[config.mk]
export PLATFORM = sky130hd
export DESIGN_NAME = myoquad_multi_flat
export DESIGN_NICKNAME = d
export VERILOG_FILES = /design/src/rtl/myoquad_multi_if.sv /design/src/rtl/myoquad_multi.sv /design/src/flat_wrapper.sv
export SDC_FILE = /design/constraint.sdc
export NUM_CORES = 2
export LEC_CHECK = 0
export CAP_MARGIN = 0
export CORE_MARGIN = 1
export CORE_UTILIZATION = 65
export DETAILED_ROUTE_END_ITERATION = 10
export GPL_TIMING_DRIVEN = 0
export PLACE_DENSITY = 0.84
export SLEW_MARGIN = 10
export SYNTH_ARGS = -nofsm -noshare
export SYNTH_HDL_FRONTEND = slang
export SYNTH_SLANG_ARGS = --single-unit
export TNS_END_PERCENT = 10
[constraint.sdc]
create_clock -name clk -period 9.65 [get_ports clk]
set_clock_uncertainty 0.1 [all_clocks]
set_input_delay 1.4475 -clock clk [delete_from_list [all_inputs] [get_ports clk]]
set_output_delay 1.4475 -clock clk [all_outputs]
set_load 0.1 [all_outputs]
[src/rtl/myoquad_multi_if.sv]
// myoquad_multi_if: Avalon-MM bus between the HPS lightweight bridge and myoquad_multi
interface myoquad_multi_if;
  logic [7:0]  address;
  logic        write;
  logic [31:0] writedata;
  logic        read;
  logic [31:0] readdata;
  modport master (output address, write, writedata, read, input readdata);
  modport slave (input address, write, writedata, read, output readdata);
endinterface

[src/rtl/myoquad_multi.sv]
// myoquad_multi: NUM_CHANNELS filtered differential quadrature decoders behind an Avalon-MM slave.
// Define MYOQUAD_VELOCITY_EN to add a windowed per-channel velocity register (reg 3).
module myoquad_multi #(
  parameter int NUM_CHANNELS = 8,
  parameter int COUNT_WIDTH  = 32,
  parameter int FILTER_DEPTH = 3,
  parameter int VEL_PERIOD   = 50000
) (
  input  logic                    clk,
  input  logic                    reset_n,
  myoquad_multi_if.slave          bus,
  input  logic [NUM_CHANNELS-1:0] quad_apos,
  input  logic [NUM_CHANNELS-1:0] quad_aneg,
  input  logic [NUM_CHANNELS-1:0] quad_bpos,
  input  logic [NUM_CHANNELS-1:0] quad_bneg
);
  // Steps stay suppressed until the filters hold a real post-reset sample, which becomes the baseline
  localparam logic [3:0] WARM_DONE = 4'(FILTER_DEPTH + 4);
  logic [3:0]  warm;
  logic        live, armed;
  logic [5:0]  ch;
  logic [1:0]  rsel;
  logic [31:0] rd_word [NUM_CHANNELS];
  logic [31:0] rd_mux;
  assign ch    = bus.address[7:2];
  assign rsel  = bus.address[1:0];
  assign live  = warm >= 4'd2;
  assign armed = warm == WARM_DONE;
  always_ff @(posedge clk or negedge reset_n)
    if (!reset_n) warm <= '0;
    else if (!armed) warm <= warm + 4'd1;
`ifdef MYOQUAD_VELOCITY_EN
  localparam int VW = $clog2(VEL_PERIOD + 1);
  logic [VW-1:0] vcnt;
  logic          vel_tick;
  assign vel_tick = vcnt == VW'(VEL_PERIOD - 1);
  always_ff @(posedge clk or negedge reset_n)
    if (!reset_n) vcnt <= '0;
    else vcnt <= vel_tick ? '0 : vcnt + VW'(1);
`endif
  for (genvar c = 0; c < NUM_CHANNELS; c++) begin : g_ch
    logic [3:0]              s1, s2;
    logic [FILTER_DEPTH-1:0] ha, hb, ea, eb;
    logic                    fa, fb, pa, pb, bad, moved, illegal, step, up, wr, clr_f, clr_e, fault;
    logic [COUNT_WIDTH-1:0]  pos;
    logic [7:0]              err;
    logic [1:0]              ctrl;
    logic [31:0]             vel_word;
    assign bad     = &ea | &eb;
    assign moved   = armed && {pa, pb} != {fa, fb};
    assign illegal = moved && (pa ^ fa) && (pb ^ fb);
    assign step    = moved && !illegal && ctrl[0];
    assign up      = pa ^ fb ^ ctrl[1];
    assign wr      = bus.write && ch == 6'(c);
    assign clr_f   = wr && rsel == 2'd1 && bus.writedata[8];
    assign clr_e   = wr && rsel == 2'd1 && bus.writedata[9];
    always_ff @(posedge clk or negedge reset_n)
      if (!reset_n) begin
        s1 <= '0;
        s2 <= '0;
        ha <= '0;
        hb <= '0;
        ea <= '0;
        eb <= '0;
        {fa, fb, pa, pb} <= '0;
        fault <= 1'b0;
        err <= '0;
        pos <= '0;
        ctrl <= 2'b01;
      end else begin
        s1 <= {quad_apos[c], quad_aneg[c], quad_bpos[c], quad_bneg[c]};
        s2 <= s1;
        if (live) begin
          ha <= FILTER_DEPTH'({ha, s2[3]});
          hb <= FILTER_DEPTH'({hb, s2[1]});
          ea <= FILTER_DEPTH'({ea, s2[3] == s2[2]});
          eb <= FILTER_DEPTH'({eb, s2[1] == s2[0]});
        end
        if (!bad) begin
          fa <= &ha | (fa & |ha);
          fb <= &hb | (fb & |hb);
        end
        {pa, pb} <= {fa, fb};
        fault <= bad | (fault & !clr_f);
        if (illegal) err <= clr_e ? 8'd1 : err + 8'(err != 8'hff);
        else if (clr_e) err <= '0;
        if (wr && rsel == 2'd0) pos <= bus.writedata[COUNT_WIDTH-1:0];
        else if (step) pos <= up ? pos + COUNT_WIDTH'(1) : pos - COUNT_WIDTH'(1);
        if (wr && rsel == 2'd2) ctrl <= bus.writedata[1:0];
      end
`ifdef MYOQUAD_VELOCITY_EN
    logic signed [15:0] acc, vel, d;
    assign d = !step ? 16'sd0 : up ? 16'sd1 : -16'sd1;
    // A sum of 0x8000 only arises from stepping past +-32767, so it doubles as the saturation test
    always_ff @(posedge clk or negedge reset_n)
      if (!reset_n) begin
        acc <= '0;
        vel <= '0;
      end else if (vel_tick) begin
        vel <= acc;
        acc <= d;
      end else if (acc + d != 16'sh8000) acc <= acc + d;
    assign vel_word = 32'(vel);
`else
    assign vel_word = '0;
`endif
    assign rd_word[c] = rsel == 2'd0 ? 32'(signed'(pos)) :
                        rsel == 2'd1 ? {23'd0, fault, err} :
                        rsel == 2'd2 ? {30'd0, ctrl} : vel_word;
  end
  always_comb begin
    rd_mux = '0;
    for (int i = 0; i < NUM_CHANNELS; i++) rd_mux = ch == 6'(i) ? rd_word[i] : rd_mux;
  end
  always_ff @(posedge clk or negedge reset_n)
    if (!reset_n) bus.readdata <= '0;
    else if (bus.read) bus.readdata <= rd_mux;
endmodule

[src/flat_wrapper.sv]
// flat-port wrapper written by rule: the top's interface ports become plain ports
module myoquad_multi_flat 
#(
  parameter int NUM_CHANNELS = 8,
  parameter int COUNT_WIDTH  = 32,
  parameter int FILTER_DEPTH = 3,
  parameter int VEL_PERIOD   = 50000
)
  (clk, reset_n, quad_apos, quad_aneg, quad_bpos, quad_bneg, bus_address, bus_write, bus_writedata, bus_read, bus_readdata);
  myoquad_multi_if bus_i ();
  input  logic clk;
  input  logic reset_n;
  input  logic [NUM_CHANNELS-1:0] quad_apos;
  input  logic [NUM_CHANNELS-1:0] quad_aneg;
  input  logic [NUM_CHANNELS-1:0] quad_bpos;
  input  logic [NUM_CHANNELS-1:0] quad_bneg;
  input wire logic [$bits(bus_i.address)-1:0] bus_address;
  input wire logic [$bits(bus_i.write)-1:0] bus_write;
  input wire logic [$bits(bus_i.writedata)-1:0] bus_writedata;
  input wire logic [$bits(bus_i.read)-1:0] bus_read;
  output wire logic [$bits(bus_i.readdata)-1:0] bus_readdata;
  assign bus_i.address = bus_address;
  assign bus_i.write = bus_write;
  assign bus_i.writedata = bus_writedata;
  assign bus_i.read = bus_read;
  assign bus_readdata = bus_i.readdata;
  myoquad_multi #(.NUM_CHANNELS(NUM_CHANNELS), .COUNT_WIDTH(COUNT_WIDTH), .FILTER_DEPTH(FILTER_DEPTH), .VEL_PERIOD(VEL_PERIOD)) u_core (.clk(clk), .reset_n(reset_n), .bus(bus_i), .quad_apos(quad_apos), .quad_aneg(quad_aneg), .quad_bpos(quad_bpos), .quad_bneg(quad_bneg));
endmodule
==> metrics.md <==
| Metric | Value |
|---|---|
| Outcome | `complete, no violations` |
| Min Clock Period, post-route | `5.629 ns` |
| Final routed DRC violation total | `0` |
| DP Cell Count | `between 5,000 and 6,000` |
| Compound-Gate Fraction of Synth Area | `0.1392` |
| Setup Buffers After CTS | `0` |
| Final core utilization | `0.7305` |
| IO Port Bufs | `between 70 and 80` |
| Avg Cell Area, Syn | `about 8.5 µm²` |
| Core area | `approximately 55,000 µm²` |
| I/O Pins | `roughly 110` |
| Via density per instance | `7.275` |
| Pleak | `14.39 nW` |
| Worst Max-Slew Pin Slew | `1.394 ns` |
| Clk buf depth | `3` |
| Remaining global-route overflow | `0` |
| First-pass GRT wire length | `223.7 mm` |
| Die Footprint | `approximately 57,000 µm²` |
| Required @ worst endpoint | `between 10 and 15 ns` |
| Worst rel slew slack | `0.07035` |
| CP Capture Type | `flop` |
| H-tree depth | `2` |
| Proportion of layout cells with a drive suffix above 1 | `0.07545` |
| Reg2Reg Depth | `14` |
| Register area share after synthesis | `0.3941` |
| Max-Cap Viols | `0` |
| Clock transition at path regs | `0.07 ns` |
| Worst Hold Path Cells | `0` |
| First-pass DRT Iterations | `9` |
| Share of synthesized registers carrying an async set or reset | `1.000` |
| Yosys Warn Count | `0` |
| Largest fanout on the critical path | `10` |
| Clock Latency Late Sink | `0.66 ns` |
| Nets | `~4,500` |
| DR iter-0 viols | `6,965` |
| Post-synth EDFFs | `0` |
| XOR/XNOR Fraction of Synth Area | `0.09433` |
| Post-Synth Adder-Cell Area | `0.008951` |
| Pre-CTS WS | `4.308 ns` |
| Synth Area in Simple Gates | `0.2417` |
| Wirelength, routed | `151.2 mm` |
| Hold_buf cts | `0` |
| Fin. Hold Viols | `0` |
| ANT nets after route | `0` |
| Mapped cell area | `about 36,000 µm²` |
| TNS Setup | `0 ns` |
| Fmax | `177.7 MHz` |
| Number of buffers created by CTS | `59` |
| Chip Width | `approximately 240 µm` |
| # rows | `86` |
| Max VDD drop | `0.1966 mV` |
| Pin count of the biggest net entering global routing | `between 100 and 150` |
| Die Ht | `238.5 µm` |
| CTS resizes | `0` |
| Mux share of post-synthesis cell area | `0.07753` |
| Area grow syn2layout | `10.96%` |
| Clk sinks | `572` |
| Overall Global Routing Usage | `0.5290` |
| HPWL Detailed | `102.9 mm` |
| Crit-path cells | `xor3_1, buf_2, clkbuf_1, clkbuf_1, xnor2_1, ha_1, nand3_1, nor3_1, a41oi_1, nor4_1, nand2_1, a21oi_1, xnor2_1, o21ai_0` |
| Tcrit/Tclk final | `0.5833` |
| Fin cells | `between 5,000 and 6,000` |
| Syn Nets | `4,365` |
| Starting Density | `0.6584` |
| Setup ws final | `between 4 and 5 ns` |
| Crit path kind | `reg2reg` |
| Syn Inst Count | `4,263` |
| Seq cells post-synth | `572` |
| Vias in the first global route | `35,260` |
| Unrepaired setup endpoints after global routing | `false` |
| Worst hold path class | `reg2reg` |
| Routability cong. | `about 1.1` |
| Largest stage delay, worst path | `0.65 ns` |
| Root Buffer Master | `clkbuf_16` |
| Vias | `37,870` |
| Setup violators final | `0` |
| Largest family of logic cells by synthesized area | `simple AND/OR/NAND/NOR gates` |
| CP arrival | `between 6 and 7 ns` |
| Pwr Density | `254.9 nW/µm²` |
| Final Max Tran Viols | `0` |
| CTS tree | `yes` |
| Cell variety after synth | `83` |
| Initial antenna violation count | `7` |
| Avg WL per Cell | `roughly 29 µm` |
| Slowest cell on the critical path | `xor3_1` |
| Main synth FF type | `dfrtp_1` |
| Critical path launch point type | `flop` |
## worst paths after layout
path | slack [ns] | to | startpoint
min | 0.25 | u_core.g_ch[6].s2[0] | u_core.g_ch[6].s1[0]
min in group asynchronous | 0.69 | u_core.g_ch[5].pos[20] | reset_n
max reg2reg | 4.02 | u_core.g_ch[7].pos[20] | u_core.g_ch[7].ctrl[1]
max | 4.02 | u_core.g_ch[7].pos[20] | u_core.g_ch[7].ctrl[1]
max in group asynchronous | 6.88 | u_core.g_ch[1].s2[1] | reset_n
min reg2reg | 0.25 | u_core.g_ch[6].s2[0] | u_core.g_ch[6].s1[0]
## routing by layer
metal | up-vias | track usage | share of wire
met4 | 6 | 0.3308 | 0.075
met5 | - | 0 | 0.00022
met2 | 3513 | 0.7166 | 0.40
li1 | 15570 | - | -
met1 | 17990 | 0.7048 | 0.36
met3 | 796 | 0.2096 | 0.17
## critical path: cells and delay by family, from the launching register on
family	cells	cell delay [ns]
compound gates	3	0.76
xor+xnor	3	1.01
fa+ha+maj	1	0.34
buf+inv	3	1.49
flops	1	0.42
simple gates	4	1.35
## final cells by class
type                       instances  area [µm²]
clock inverter                    35       475.5
sequential                       572       14320
inverter                          46       172.7
tap                              748       935.9
timing repair buffer              82       913.4
antenna                            4       10.01
clock buffer                      73        1640
buffer                           368        1434
multi-input combinational       3277       20420
fill                            3955       14870
## registers in the layout, summed over array words and instances, names as in the netlist, 16 cells and up
name	count
u_core.bus.readdata	32
u_core.g_ch.ctrl	16
u_core.g_ch.ea	24
u_core.g_ch.eb	24
u_core.g_ch.err	64
u_core.g_ch.ha	24
u_core.g_ch.hb	24
u_core.g_ch.pos	256
u_core.g_ch.s1	32
u_core.g_ch.s2	32
## cell usage after synthesis, types with 10 or more instances
library cell  count  area (µm²)
o22ai_1          29       181.4
nor4_1           85       531.8
xor2_1          121        1060
dfrtp_1         564       14110
ha_1             26       325.3
or3_1            86       538.0
nor3_1          161       805.8
a21oi_1         274        1371
mux2i_1          97       970.9
nand3_1         142       710.7
and2_1           27       168.9
mux2_2          102        1149
buf_1            39       146.4
mux4_2           31       698.2
o21ai_0         250        1251
clkbuf_1        294        1104
a222oi_1         23       230.2
and3_1           71       444.2
o31ai_1          12       90.09
clkbuf_2         16       80.08
o21a_1           10       75.07
nand2_1         433        1625
or2_2            26       162.7
a22oi_1          43       322.8
and4_1           18       157.7
buf_2            18       90.09
nand2b_1         10       62.56
or4_1            43       322.8
nor4b_1          13       113.9
xnor2_1         228        1997
o21ai_1          15       75.07
nand4_1         128       800.8
nor2_1          522        1959
a31oi_1          93       581.8
inv_1            45       168.9
## cell usage in the layout, fill, tap and decap left out, types with 121 or more instances in the layout
cell type,count
nand3_1,142
clkbuf_1,296
a21oi_1,274
o21ai_0,250
dfrtp_1,564
xnor2_1,228
nand4_1,128
xor2_1,121
nor2_1,522
nand2_1,433
nor3_1,161
## power breakdown
part / internal (mW) / switching (mW) / total, mW
Combinational: 1.36 / 2.78 / 4.14
Sequential: 2.91 / 0.664 / 3.58
Clock: 1.44 / 1.12 / 2.56
## through the flow
stage | hold WS, ns | power [mW] | cell area [µm²]
2_1_floorplan | 0.2312 | 6.049 | 36340
3_3_place_gp | 0.2313 | 7.253 | 38050
3_5_place_dp | 0.2347 | 7.353 | 38200
4_1_cts | 0.2502 | 9.942 | 40320
5_1_grt | 0.2519 | 10.59 | 40320
6_report | 0.2452 | 10.28 | 40330
## cell families after synthesis
| group | count (synthesis) |
|---|---|
| buf+inv | 414 |
| compound gates | 847 |
| flops | 572 |
| fa+ha+maj | 26 |
| mux | 230 |
| simple gates | 1809 |
| xor+xnor | 365 |
Power figures use the tool's default switching activity.
